--- src/rtl/bster_cmd_arbiter.sv ---
// Round-robin command arbiter in front of bster: merges per-client command
// streams into one registered stream and routes in-order completions back by tag.
module bster_cmd_arbiter #(
  parameter int unsigned NB_CHANNEL = 4,
  parameter int unsigned CMD_WIDTH  = 128,
  parameter int unsigned TAG_DEPTH  = 8
) (
  input  logic                             aclk,
  input  logic                             areset,
  input  logic [NB_CHANNEL-1:0]            ch_en,
  input  logic [NB_CHANNEL-1:0]            s_cmd_tvalid,
  output logic [NB_CHANNEL-1:0]            s_cmd_tready,
  input  logic [NB_CHANNEL*CMD_WIDTH-1:0]  s_cmd_tdata,
  output logic                             m_cmd_tvalid,
  input  logic                             m_cmd_tready,
  output logic [CMD_WIDTH-1:0]             m_cmd_tdata,
  input  logic                             s_cpl_tvalid,
  output logic                             s_cpl_tready,
  input  logic [CMD_WIDTH-1:0]             s_cpl_tdata,
  output logic [NB_CHANNEL-1:0]            m_cpl_tvalid,
  input  logic [NB_CHANNEL-1:0]            m_cpl_tready,
  output logic [CMD_WIDTH-1:0]             m_cpl_tdata,
  output logic [$clog2(TAG_DEPTH+1)-1:0]   outstanding,
  output logic                             orphan_cpl
);

  localparam int unsigned CH_W = $clog2(NB_CHANNEL);
  localparam int unsigned AW   = $clog2(TAG_DEPTH);
  localparam int unsigned CW   = $clog2(TAG_DEPTH+1);

  logic                 cmd_valid_q, cmd_valid_d;
  logic [CMD_WIDTH-1:0] cmd_data_q,  cmd_data_d;
  logic [CH_W-1:0]      rr_ptr_q,    rr_ptr_d;
  logic [CH_W-1:0]      tag_mem_q [TAG_DEPTH];
  logic [CH_W-1:0]      tag_mem_d [TAG_DEPTH];
  logic [AW-1:0]        wr_ptr_q,    wr_ptr_d;
  logic [AW-1:0]        rd_ptr_q,    rd_ptr_d;
  logic [CW-1:0]        count_q,     count_d;
  logic                 orphan_q,    orphan_d;

  logic [NB_CHANNEL-1:0] elig;
  logic                  found;
  logic [CH_W-1:0]       win;
  int unsigned           scan_idx;
  logic                  load_en;
  logic                  full;
  logic                  empty;
  logic                  grant;
  logic                  pop;
  logic [CH_W-1:0]       head;

  assign load_en = !cmd_valid_q || m_cmd_tready;
  assign full    = (count_q == CW'(TAG_DEPTH));
  assign empty   = (count_q == '0);
  assign head    = tag_mem_q[rd_ptr_q];

  // Scan from rr_ptr upward, wrapping; first eligible channel wins.
  always_comb begin
    elig     = s_cmd_tvalid & ch_en;
    found    = 1'b0;
    win      = '0;
    scan_idx = 0;
    for (int unsigned off = 0; off < NB_CHANNEL; off++) begin
      scan_idx = 32'(rr_ptr_q) + off;
      if (scan_idx >= NB_CHANNEL) scan_idx = scan_idx - NB_CHANNEL;
      if (!found && elig[CH_W'(scan_idx)]) begin
        found = 1'b1;
        win   = CH_W'(scan_idx);
      end
    end
  end

  // A full tag FIFO blocks the grant even if a completion pops this cycle.
  assign grant = found && load_en && !full && !areset;

  always_comb begin
    s_cmd_tready = '0;
    if (grant) s_cmd_tready[win] = 1'b1;
  end

  always_comb begin
    m_cpl_tvalid = '0;
    if (!areset && !empty && s_cpl_tvalid) m_cpl_tvalid[head] = 1'b1;
  end

  // With nothing outstanding, completions are accepted and dropped as orphans.
  assign s_cpl_tready = !areset && (empty || m_cpl_tready[head]);
  assign pop          = s_cpl_tvalid && s_cpl_tready && !empty;
  assign m_cpl_tdata  = s_cpl_tdata;

  always_comb begin
    cmd_valid_d = cmd_valid_q;
    cmd_data_d  = cmd_data_q;
    rr_ptr_d    = rr_ptr_q;
    tag_mem_d   = tag_mem_q;
    wr_ptr_d    = wr_ptr_q;
    rd_ptr_d    = rd_ptr_q;
    count_d     = count_q;
    orphan_d    = s_cpl_tvalid && empty && !areset;

    if (load_en) begin
      cmd_valid_d = grant;
      if (grant) cmd_data_d = s_cmd_tdata[32'(win)*CMD_WIDTH +: CMD_WIDTH];
    end

    if (grant) begin
      rr_ptr_d            = (32'(win) == NB_CHANNEL - 1) ? '0 : win + CH_W'(1);
      tag_mem_d[wr_ptr_q] = win;
      wr_ptr_d            = wr_ptr_q + AW'(1);
    end

    if (pop) rd_ptr_d = rd_ptr_q + AW'(1);

    case ({grant, pop})
      2'b10:   count_d = count_q + CW'(1);
      2'b01:   count_d = count_q - CW'(1);
      default: count_d = count_q;
    endcase
  end

  always_ff @(posedge aclk) begin
    if (areset) begin
      cmd_valid_q <= 1'b0;
      cmd_data_q  <= '0;
      rr_ptr_q    <= '0;
      wr_ptr_q    <= '0;
      rd_ptr_q    <= '0;
      count_q     <= '0;
      orphan_q    <= 1'b0;
    end else begin
      cmd_valid_q <= cmd_valid_d;
      cmd_data_q  <= cmd_data_d;
      rr_ptr_q    <= rr_ptr_d;
      wr_ptr_q    <= wr_ptr_d;
      rd_ptr_q    <= rd_ptr_d;
      count_q     <= count_d;
      orphan_q    <= orphan_d;
    end
    tag_mem_q <= tag_mem_d;
  end

  assign m_cmd_tvalid = cmd_valid_q;
  assign m_cmd_tdata  = cmd_data_q;
  assign outstanding  = count_q;
  assign orphan_cpl   = orphan_q;

endmodule

--- config.mk ---
export PLATFORM = sky130hd
export DESIGN_NAME = bster_cmd_arbiter
export DESIGN_NICKNAME = d
export VERILOG_FILES = /design/src/rtl/bster_cmd_arbiter.sv
export SDC_FILE = /design/constraint.sdc
export NUM_CORES = 1
export LEC_CHECK = 0
export ABC_AREA = 1
export CAP_MARGIN = 10
export CORE_AREA = 2 2 365 367
export CTS_CLUSTER_SIZE = 12
export DETAILED_ROUTE_END_ITERATION = 10
export DIE_AREA = 0 0 367 369
export SLEW_MARGIN = 20
export SYNTH_ARGS = -nofsm -noshare
export SYNTH_HDL_FRONTEND = slang
export SYNTH_SLANG_ARGS = --single-unit
export TNS_END_PERCENT = 5
--- constraint.sdc ---
create_clock -name aclk -period 6.3 [get_ports aclk]
set_input_delay 0.63 -clock aclk [delete_from_list [all_inputs] [get_ports aclk]]
set_output_delay 0.63 -clock aclk [all_outputs]
set_load 0.01 [all_outputs]
==> impl_summary.txt <==
----------------------------------------------------
[Outcome]
  Status ... complete, no violations

[Critical path]
  Critical-path maximum fanout ... between 50 and 60
  Kind of critical path ... register to primary output
  Crit path DAT ... just under 4 ns
  Depth of the worst register-to-register path ... 13
  Critical path required time ... about 5.7 ns
  Worst-path cell chain ... inv_2 > nand3_1 > nand2_1 > nor2_1 > nand3_1 > nand2_4 > nand2_8 > inv_1 > ha_1 > inv_1 > nor2_1 > clkdlybuf4s50_1
  Buffers & Inverters on Critical Path ... 4
  Setup slack on the worst flop-to-flop path ... roughly 2.6 ns
  Largest incremental delay on the critical path ... around 0.61 ns
  Element type at the critical path start ... register
  Kind of end point of the critical path ... primary output
  Crit path max-delay family ... simple AND/OR/NAND/NOR gates
  Cell with the biggest individual delay on the critical path ... dfxtp_1
  Depth of the critical timing path with buffers and inverters included ... 12

[Route]
  WL final ... 82,500 um
  Residual antenna-violating net count after detailed routing ... 0
  DR DRC count ... 0
  First-iteration detailed-routing DRC count ... approximately 1,100
  Vias post-DR ... 16,108
  Via-per-instance ratio ... between 3 and 4
  Post-detailed-route wirelength per cell ... 18.7 um
  First-pass iteration count of the detailed router ... 6

[Place]
  Routability Congestion ... 0.922
  Post-detailed-placement cell area ... about 20,000 um^2
  Half-perimeter wire length of the detailed placement result ... around 66,000 um
  Quantity of I/O buffers inserted on ports ... 670

[Finish]
  Area Growth Syn to Fin ... 62.0%
  Fraction of final layout cells sized beyond drive strength 1 ... around 2.5%
  Final core utilization ... between 15 and 20%
  Commonest non-fill, non-tap cell in the layout ... nand2_1
  Number of nets in the finished design ... approximately 3,300
  Cell area after layout ... about 21,000 um^2
  Top library cells by usage in the layout, fill and taps aside ... nand2_1, clkdlybuf4s50_1, nand3_1

[STA]
  Final min period ... around 4.6 ns
  Clock Skews ... approximately 0.017 ns
  Transition time at the pin with the least slew margin ... ~0.95 ns
  Final TNS setup ... 0 ns
  Worst-case headroom to the max-slew limit ... a little over a third
  Slew Limit Fails ... 0
  Ratio of final minimum period to clock period ... around 73%
  Peak clock frequency supported by timing ... roughly 220 MHz
  RSZ-0062 raised after global routing ... false
  Final Hold Violating Endpoints ... 0
  Number of setup violations in the final report ... 0
  Worst hold slack across all endpoints ... around 0.47 ns

[Global route]
  Vias in the first global route ... 15,321
  Overflow left after global routing ... 0
  Global router's overall resource usage ... a little under an eighth
  Wire length of the first global-routing pass ... between 100,000 and 150,000 um
  Largest net degree at the start of global routing ... about 130
  Antenna violations before repair ... 20

[Power]
  Worst-case vdd ir drop ... 0.344 mV
  Power density over the cells ... 474 nW/um^2
  Leakage power ... between 9 and 10 nW
  PnR Total Power ... just over 0.01 W

[CTS]
  Clock insertion delay at the later pin of the skew report ... roughly 0.53 ns
  Library cell used as clock root buffer ... clkbuf_16
  Setup repair bufs after CTS ... 0
  TritonCTS Buffers ... 17
  CTS tree ... built
  Number of gates given a new drive strength after cts ... 0
  Register clock-pin slew on the reported worst setup and hold paths ... approximately 0.090 ns
  Maximum buffer depth of the clock tree ... 2
  Number of clock sinks seen by CTS ... ~160
  Post-cts hold buffer count ... 0
  H-tree depth ... 4

[Die]
  Rows ... around 130
  Area of the core ... 131,000 um^2
  Effective utilization at floorplan ... 9.98%
  Io pins ... ~930
  Die Outline Area ... 135,000 um^2
  Height of the die ... around 370 um
  Horizontal die dimension ... 367 um

[Yosys]
  Post-Synth Simple-Gate Area ... 50.0%
  Gate Count Post-Synth ... 2,212
  Register bit count reported by yosys ... roughly 160
  Async set or reset register ratio after synthesis ... 0%
  Flip-flop cell with the highest count after synthesis ... dfxtp_1
  Total number of yosys warnings ... 0
  Synth top area share ... between 20 and 25%
  Multiplexer share of the synthesized area ... 0%
  Synthesized area per cell ... 5.91 um^2
  Dominant combinational cell family by area after synthesis ... simple AND/OR/NAND/NOR gates
  Cell area after synthesis ... 13,100 um^2
  Fraction of the mapped netlist area in compound gates ... under 10%
  Unique cell type count in the Yosys netlist ... 27
  Adder and majority gate portion of the synthesized area ... under 10%
  Cell types occupying the most area after synthesis ... dfxtp_1, nand3_1, nand2_1
  Post-Syn Nets ... 2,878
  Fraction of the yosys area taken by sequential cells ... around a quarter
  Parity-gate share of the synthesized area counting xor and xnor cells ... less than 1%
  Number of enable-type register cells in the synthesized netlist ... 16
  Cell accounting for the most synthesized area ... dfxtp_1

[Job]
  Maximum capacitance violations ... 0

[Hold path]
  Number of stages on the worst hold path ... 2
  Type of the worst min-delay path ... register to register

----------------------------------------------------
## routing by layer
layer | track usage, % | routed length, um | up-vias
li1 | - | - | 7665
met1 | 14.4 | 34600 | 7489
met2 | 18.0 | 36000 | 841
met3 | 5.74 | 9710 | 99
met4 | 3.48 | 2020 | 14
met5 | 0.534 | 185 | -
## stage by stage
stage | worst slack (ns) | std cells
4_1_cts | 1.64 | 4405
3_5_place_dp | 1.94 | 4373
3_3_place_gp | 1.92 | 4373
5_1_grt | 1.36 | 4407
2_1_floorplan | 3.50 | 2212
6_report | 1.70 | 4409
## Yosys cell counts, types with 2 or more instances
| cell type | instances |
|---|---|
| a21oi_1 | 10 |
| buf_1 | 12 |
| buf_2 | 107 |
| buf_4 | 133 |
| clkbuf_1 | 35 |
| dfxtp_1 | 142 |
| edfxtp_1 | 16 |
| ha_1 | 9 |
| inv_1 | 321 |
| inv_2 | 3 |
| nand2_1 | 674 |
| nand2_2 | 3 |
| nand3_1 | 536 |
| nand3b_1 | 151 |
| nand4_1 | 2 |
| nor2_1 | 31 |
| nor3_1 | 6 |
| nor4_1 | 2 |
| o21ai_0 | 11 |
## logic make-up after synthesis
group                      Yosys count
and+or+nand+nor                   1406
buffers and inverters              611
DFF                                158
AOI/OAI and AO/OA                   25
adders and majority gates           10
xor gates and xnor gates             2
## registers in the layout, summed over array words and instances (netlist names)
| register | cells |
|---|---|
| outstanding | 4 |
| tag_mem_q | 16 |
| rd_ptr_q | 3 |
| m_cmd_tdata | 128 |
| orphan_cpl | 1 |
| m_cmd_tvalid | 1 |
| wr_ptr_q | 3 |
| rr_ptr_q | 2 |
## where the power goes
group	total [W]	internal, W	switching [W]
registers	0.00168	0.00145	0.000232
logic	0.00723	0.00246	0.00477
clock network	0.00114	0.000538	0.000601
## path summary, 6_finish.rpt
check                  start         endpoint
max              rr_ptr_q[0]  s_cmd_tready[3]
min          m_cmd_tdata[14]  m_cmd_tdata[14]
max reg2reg      rr_ptr_q[0]  m_cmd_tdata[34]
min reg2reg  m_cmd_tdata[14]  m_cmd_tdata[14]
## worst min-delay path, cell delays in order (launching register included)
cell,delay [ns]
dfxtp_1,0.31
nand3_1,0.07
nand2_1,0.05
## area by class of cell
| cell class | instances | area, um^2 |
|---|---|---|
| Timing Repair Buffer | 693 | 6940 |
| Inverter | 324 | 1230 |
| Tap cell | 1755 | 2200 |
| Sequential cell | 158 | 3320 |
| Clock inverter | 15 | 184 |
| Clock buffer | 17 | 425 |
| Antenna cell | 4 | 10.0 |
| Multi-Input combinational cell | 1443 | 6880 |
| Fill cell | 15115 | 110000 |
Note: power is estimated with default switching activity, not from simulation.
